`config.mk`:
```
export PLATFORM = sky130hd
export DESIGN_NAME = xaddrgen_wr
export DESIGN_NICKNAME = d
export VERILOG_FILES = /design/src/rtl/xaddrgen_wr.sv
export SDC_FILE = /design/constraint.sdc
export NUM_CORES = 1
export LEC_CHECK = 0
export CORE_UTILIZATION = 30
export DETAILED_ROUTE_END_ITERATION = 10
export SYNTH_ARGS = -nofsm -noshare
export SYNTH_HDL_FRONTEND = slang
export SYNTH_SLANG_ARGS = --single-unit
```
`constraint.sdc`:
```
create_clock -name clk -period 9.91 [get_ports clk]
set_clock_uncertainty 0.1 [all_clocks]
set_input_delay 1.4865 -clock clk [delete_from_list [all_inputs] [get_ports clk]]
set_output_delay 1.4865 -clock clk [all_outputs]
set_load 0.01 [all_outputs]
```
`src/rtl/xaddrgen_wr.sv`:
```
// xaddrgen_wr: write-side Versat address generator. It turns a functional-unit result stream
// into registered write strobes, addresses and data, following the read generator's access pattern.
`default_nettype none

`ifndef MEM_ADDR_W
`define MEM_ADDR_W 10
`endif
`ifndef PERIOD_W
`define PERIOD_W 10
`endif
`ifndef DATA_W
`define DATA_W 32
`endif

module xaddrgen_wr #(
  parameter int MEM_ADDR_W = `MEM_ADDR_W,
  parameter int PERIOD_W   = `PERIOD_W,
  parameter int DATA_W     = `DATA_W
) (
  input  logic                         clk,
  input  logic                         rst,
  input  logic                         init,
  input  logic                         run,
  input  logic                         pause,
  input  logic [MEM_ADDR_W-1:0]        iterations,
  input  logic [PERIOD_W-1:0]          period,
  input  logic [PERIOD_W-1:0]          duty,
  input  logic [PERIOD_W-1:0]          delay,
  input  logic [MEM_ADDR_W-1:0]        start,
  input  logic signed [MEM_ADDR_W-1:0] shift,
  input  logic signed [MEM_ADDR_W-1:0] incr,
  input  logic [DATA_W-1:0]            in_data,
  output logic                         mem_we,
  output logic [MEM_ADDR_W-1:0]        mem_addr,
  output logic [DATA_W-1:0]            mem_data,
  output logic                         done
);

  typedef enum logic [1:0] {
    S_IDLE  = 2'd0,
    S_DELAY = 2'd1,
    S_RUN   = 2'd2
  } state_t;

  localparam logic [PERIOD_W-1:0]   P_ONE = 1;
  localparam logic [MEM_ADDR_W-1:0] A_ONE = 1;

  state_t                  state_q, state_d;
  logic [MEM_ADDR_W-1:0]   addr_q, addr_d;
  logic [MEM_ADDR_W-1:0]   iter_q, iter_d;
  logic [PERIOD_W-1:0]     per_cnt_q, per_cnt_d;
  logic [PERIOD_W-1:0]     dly_q, dly_d;
  logic                    mem_we_q;
  logic [MEM_ADDR_W-1:0]   mem_addr_q;
  logic [DATA_W-1:0]       mem_data_q;
  logic                    done_q;

  logic [PERIOD_W-1:0]     eff_period;
  logic [PERIOD_W-1:0]     eff_duty;
  logic [MEM_ADDR_W-1:0]   eff_iter;
  logic                    slot_wr;
  logic                    slot_last;
  logic [MEM_ADDR_W-1:0]   incr_term;
  logic [MEM_ADDR_W-1:0]   shift_term;

  // Degenerate configs are normalised so period=0 acts as 1 and duty never exceeds the period.
  assign eff_period = (period == '0) ? P_ONE : period;
  assign eff_duty   = (duty > eff_period) ? eff_period : duty;
  assign eff_iter   = (iterations == '0) ? A_ONE : iterations;
  assign slot_wr    = (state_q == S_RUN) && (per_cnt_q < eff_duty);
  assign slot_last  = (per_cnt_q == (eff_period - P_ONE));
  assign incr_term  = slot_wr ? incr : '0;
  assign shift_term = slot_last ? shift : '0;

  always_comb begin
    state_d   = state_q;
    addr_d    = addr_q;
    iter_d    = iter_q;
    per_cnt_d = per_cnt_q;
    dly_d     = dly_q;
    case (state_q)
      S_IDLE: begin
        if (init) begin
          addr_d    = start;
          iter_d    = A_ONE;
          per_cnt_d = '0;
        end
        if (run) begin
          if (delay != '0) begin
            state_d = S_DELAY;
            dly_d   = delay;
          end else begin
            state_d = S_RUN;
          end
        end
      end
      S_DELAY: begin
        if (!pause) begin
          if (dly_q <= P_ONE) begin
            state_d   = S_RUN;
            per_cnt_d = '0;
            dly_d     = '0;
          end else begin
            dly_d = dly_q - P_ONE;
          end
        end
      end
      S_RUN: begin
        if (!pause) begin
          addr_d = addr_q + incr_term + shift_term;
          if (slot_last) begin
            per_cnt_d = '0;
            iter_d    = iter_q + A_ONE;
            // >= rather than == so a stale count from a run without init still terminates.
            if (iter_q >= eff_iter) begin
              state_d = S_IDLE;
            end
          end else begin
            per_cnt_d = per_cnt_q + P_ONE;
          end
        end
      end
      default: state_d = S_IDLE;
    endcase
  end

  always_ff @(posedge clk or negedge rst) begin
    if (!rst) begin
      state_q   <= S_IDLE;
      addr_q    <= '0;
      iter_q    <= '0;
      per_cnt_q <= '0;
      dly_q     <= '0;
    end else begin
      state_q   <= state_d;
      addr_q    <= addr_d;
      iter_q    <= iter_d;
      per_cnt_q <= per_cnt_d;
      dly_q     <= dly_d;
    end
  end

  always_ff @(posedge clk or negedge rst) begin
    if (!rst) begin
      mem_we_q   <= 1'b0;
      mem_addr_q <= '0;
      mem_data_q <= '0;
      done_q     <= 1'b1;
    end else begin
      if ((state_q == S_RUN) && !pause) begin
        mem_we_q   <= slot_wr;
        mem_addr_q <= addr_q;
        mem_data_q <= in_data;
      end else begin
        mem_we_q <= 1'b0;
      end
      done_q <= (state_d == S_IDLE);
    end
  end

  assign mem_we   = mem_we_q;
  assign mem_addr = mem_addr_q;
  assign mem_data = mem_data_q;
  assign done     = done_q;

endmodule

`default_nettype wire
```
==> results.txt <==
- Worst min-delay path category: flip-flop to flip-flop
* Run status: finished, final reports clean
- Of all nets on the critical path, the largest fanout is 18.
* GP Congestion: approximately 0.87
- Total overflow reported by the global router: 0
- The count of nets left with antenna violations once routing finished came out at 0.
- Leaving out fill and tap cells, the most frequent cell in the layout is sky130_fd_sc_hd__clkdlybuf4s50_1.
* Sink Count: 86
* Number of antenna violations at the first check in global routing: 0
* Global-route total usage across every layer: 0.165
- In this run the horizontal extent of the chip is roughly 140 um.
- Critical path data arrival time: 8.63 ns
- Vertical extent of the die: between 100 and 150 um
* Vias post-DR: 4999
- Number of instances in the synthesized netlist: between 600 and 700
* Area overhead of the layout relative to synthesis: 35.7%
* Quantity of I/O buffers inserted on ports: 150
* Detailed-route wire length: 15500 um
* Min cycle time layout: about 8.5 ns
* Dominant register cell in the synthesized netlist: sky130_fd_sc_hd__dfrtp_1
* Peak supply drop: 0.0000983 V
* Summed area of non-filler cells in the final layout: roughly 0.0077 mm^2
* Minimum setup slack in the final design: approximately 1.4 ns
- After detailed placement, the total cell area comes to between 0.007 and 0.008 mm^2.
- Row generation in the floorplan step produced 50 rows.
* Setup-violating endpoint count in the final report: 0
- The die covers slightly below 0.02 mm^2.
- Maximum number of pins on one net before global-route repair: slightly above 80
- The H-tree generated during clock tree synthesis spans 3 levels.
- After clock tree synthesis, the clock-pin slew on the worst setup and hold paths is approximately 0.070 ns.
* FF+latch count, synth: 86
- Wire per inst: roughly 16 um
* Setup repair after global routing missed its margin: no
* Hold Fails Final Rpt: 0
- The worst pin sits at a relative slew slack of 0.293.
- Origin of the worst setup path: period[4]
* TritonCTS clock tree: yes
- Overall power consumption after layout is estimated at between 1 and 1.5 mW.
- For this block, the initial DRC count from the detailed router was 302.
- Worst-skew pair later-pin latency: about 0.35 ns
* Number of buffers inserted by hold repair at cts: 0
- In this run the deepest clock path goes through 2 buffers.
- The worst register-to-register path begins at per_cnt_q[5].
- Reported leakage power: about 3.4 nW
* Placeable core region: between 0.015 and 0.02 mm^2
* HPWL after DPL: 11700 um
- Clock Root Buffer: sky130_fd_sc_hd__clkbuf_16
* Global-route wire length before repair: 25700 um
- Family with the most delay on the worst path: compound AO/OA/AOI/OAI gates
* Effective utilization at floorplan: 0.306
- For this run, the number of Yosys warnings is 0.
- Buffers added to address setup during post-CTS repair amount to 0.
- At the pin with the least slew margin, the transition time is 1.06 ns.
- Layout cells sized above 1: 0.0944
* Post-synth EDFFs: 0
- After synthesis, the share of flip-flops with an asynchronous set or reset is 1.00.
- Worst Path Class, Setup: primary input to flip-flop
- When the netlist entered floorplanning its net count stood at around 760.
- Commonest cells after routing, fill and taps aside: sky130_fd_sc_hd__clkdlybuf4s50_1 (149), sky130_fd_sc_hd__dfrtp_1 (85), sky130_fd_sc_hd__nor2_1 (58)
* Ant diodes: 0
- Kind of end point of the critical path: flip-flop
* # fillers: 1831
* Final Max Tran Viols: 0
* Average cell area after synthesis: 9.43 um^2
- The worst hold path begins at mem_data[3].
- Before CTS, the worst setup slack after placement is around 1.1 ns.
* Maxcap violations: 0
- At the worst endpoint, the required time is 10.00 ns.
- The worst setup path is launched from a primary input.
* Post-DR vias/cell: 5.07
* Total negative slack for setup checks: 0 ns
* DRC violations left: 0
* Biggest cell delay along the critical path: between 0.8 and 0.9 ns
* Number of buffers created by CTS: 9
- Synthesis instantiated 56 different standard cells from the library.
* Portion of the post-synthesis area used by sequential elements: 0.378
- Share of the clock period used by the worst path: 0.861
- Power per Cell Area: 175 mW/mm^2
- The slowest stage of the critical path is the sky130_fd_sc_hd__o21ai_1 cell.
- Gates resized during post-CTS repair numbered 0.
- At the end of the flow, the number of nets in the layout was roughly 910.
- Worst Path Buf+Inv: 3
* IO Pins: 151
* Iteration count of the initial detailed-routing pass: 5
* Number of global-route vias before repair: slightly below 5k
- Maximum operating frequency: roughly 120 MHz
- Cell area after technology mapping: 0.00570 mm^2
-- metrics by stage --
| step | instances | utilization | hold WS [ns] |
|---|---|---|---|
| after floorplan | 604 | - | 0.361 |
| after global placement | 970 | 0.399 | 0.389 |
| after detailed placement | 970 | 0.399 | 0.394 |
| after CTS | 986 | 0.415 | 0.412 |
| after global routing | 986 | 0.415 | 0.430 |
| final | 986 | 0.415 | 0.406 |
-- sequential cells by signal, summed over array words and instances, names as in the netlist --
signal,count
per_cnt_q,10
mem_addr,10
mem_data,32
state_q,2
dly_q,10
iter_q,10
addr_q,10
done,1
mem_we,1
-- layer usage --
layer,up-vias,global-route usage,part of all wire
met5,-,0,0
met4,0,0.0434,0.016
met3,17,0.0303,0.043
met2,131,0.264,0.47
met1,2397,0.226,0.47
li1,2454,-,-
-- cell usage after synthesis, drive strengths merged (2+ instances only) --
| master | n | area [um^2] |
|---|---|---|
| mux2i | 3 | 30.0 |
| or4 | 12 | 90.1 |
| inv | 37 | 139 |
| a41o | 2 | 20.0 |
| nand2b | 7 | 43.8 |
| nand4 | 11 | 68.8 |
| and4 | 4 | 35.0 |
| fa | 10 | 200 |
| a22oi | 2 | 15.0 |
| nor3b | 4 | 35.0 |
| a21o | 9 | 67.6 |
| o21ai | 42 | 225 |
| o211ai | 7 | 52.6 |
| nand3b | 2 | 15.0 |
| a21oi | 44 | 220 |
| nor4 | 8 | 65.1 |
| nand3 | 10 | 50.1 |
| o31ai | 6 | 45.0 |
| dfrtp | 85 | 2130 |
| ha | 42 | 526 |
| mux2 | 42 | 473 |
| xnor2 | 10 | 87.6 |
| nor2 | 59 | 221 |
| xor2 | 11 | 96.3 |
| a31oi | 8 | 50.1 |
| and3 | 8 | 50.1 |
| nand2 | 37 | 139 |
| nor2b | 4 | 25.0 |
| or2 | 2 | 12.5 |
| clkbuf | 18 | 68.8 |
| o21a | 3 | 22.5 |
| nor3 | 13 | 65.1 |
| or3 | 4 | 25.0 |
| a211oi | 4 | 30.0 |
| buf | 3 | 18.8 |
| a22o | 2 | 17.5 |
| and2 | 18 | 113 |
-- final timing paths --
| kind | endpoint | slack, ns | cells after the start |
|---|---|---|---|
| worst max-delay path | addr_q[9] | 1.37 | 29 |
| worst min-delay path | mem_data[3] | 0.41 | 1 |
| worst max register to register | addr_q[9] | 4.83 | 19 |
| worst min register to register | mem_data[3] | 0.41 | 1 |
| max in group asynchronous | mem_data[4] | 7.63 | 2 |
| min in group asynchronous | mem_addr[0] | 0.84 | 1 |
-- kinds of logic after synthesis --
family,after synthesis,share of synthesized area
simple gates,204,0.186
compound gates,138,0.148
flops,86,0.378
buf+inv,58,0.0397
fa+ha+maj,52,0.127
mux,45,0.0883
xor+xnor,21,0.0323
-- area by class of cell --
cell class	instances	area (um^2)	area share
well taps	234	293	0.0379
flip-flops and latches	86	2150	0.279
clock inverters	7	73.8	0.00955
inverters	37	139	0.0180
repair buffers	153	1520	0.197
clock buffers	9	225	0.0291
multi-input cells	460	3330	0.430
-- power by group --
group          internal, mW  total [mW]  switching [mW]
clock                 0.179       0.342           0.164
sequential            0.443       0.516          0.0728
combinational         0.256       0.498           0.241
total                 0.878        1.36           0.477
(Power assumes the default switching activity.)
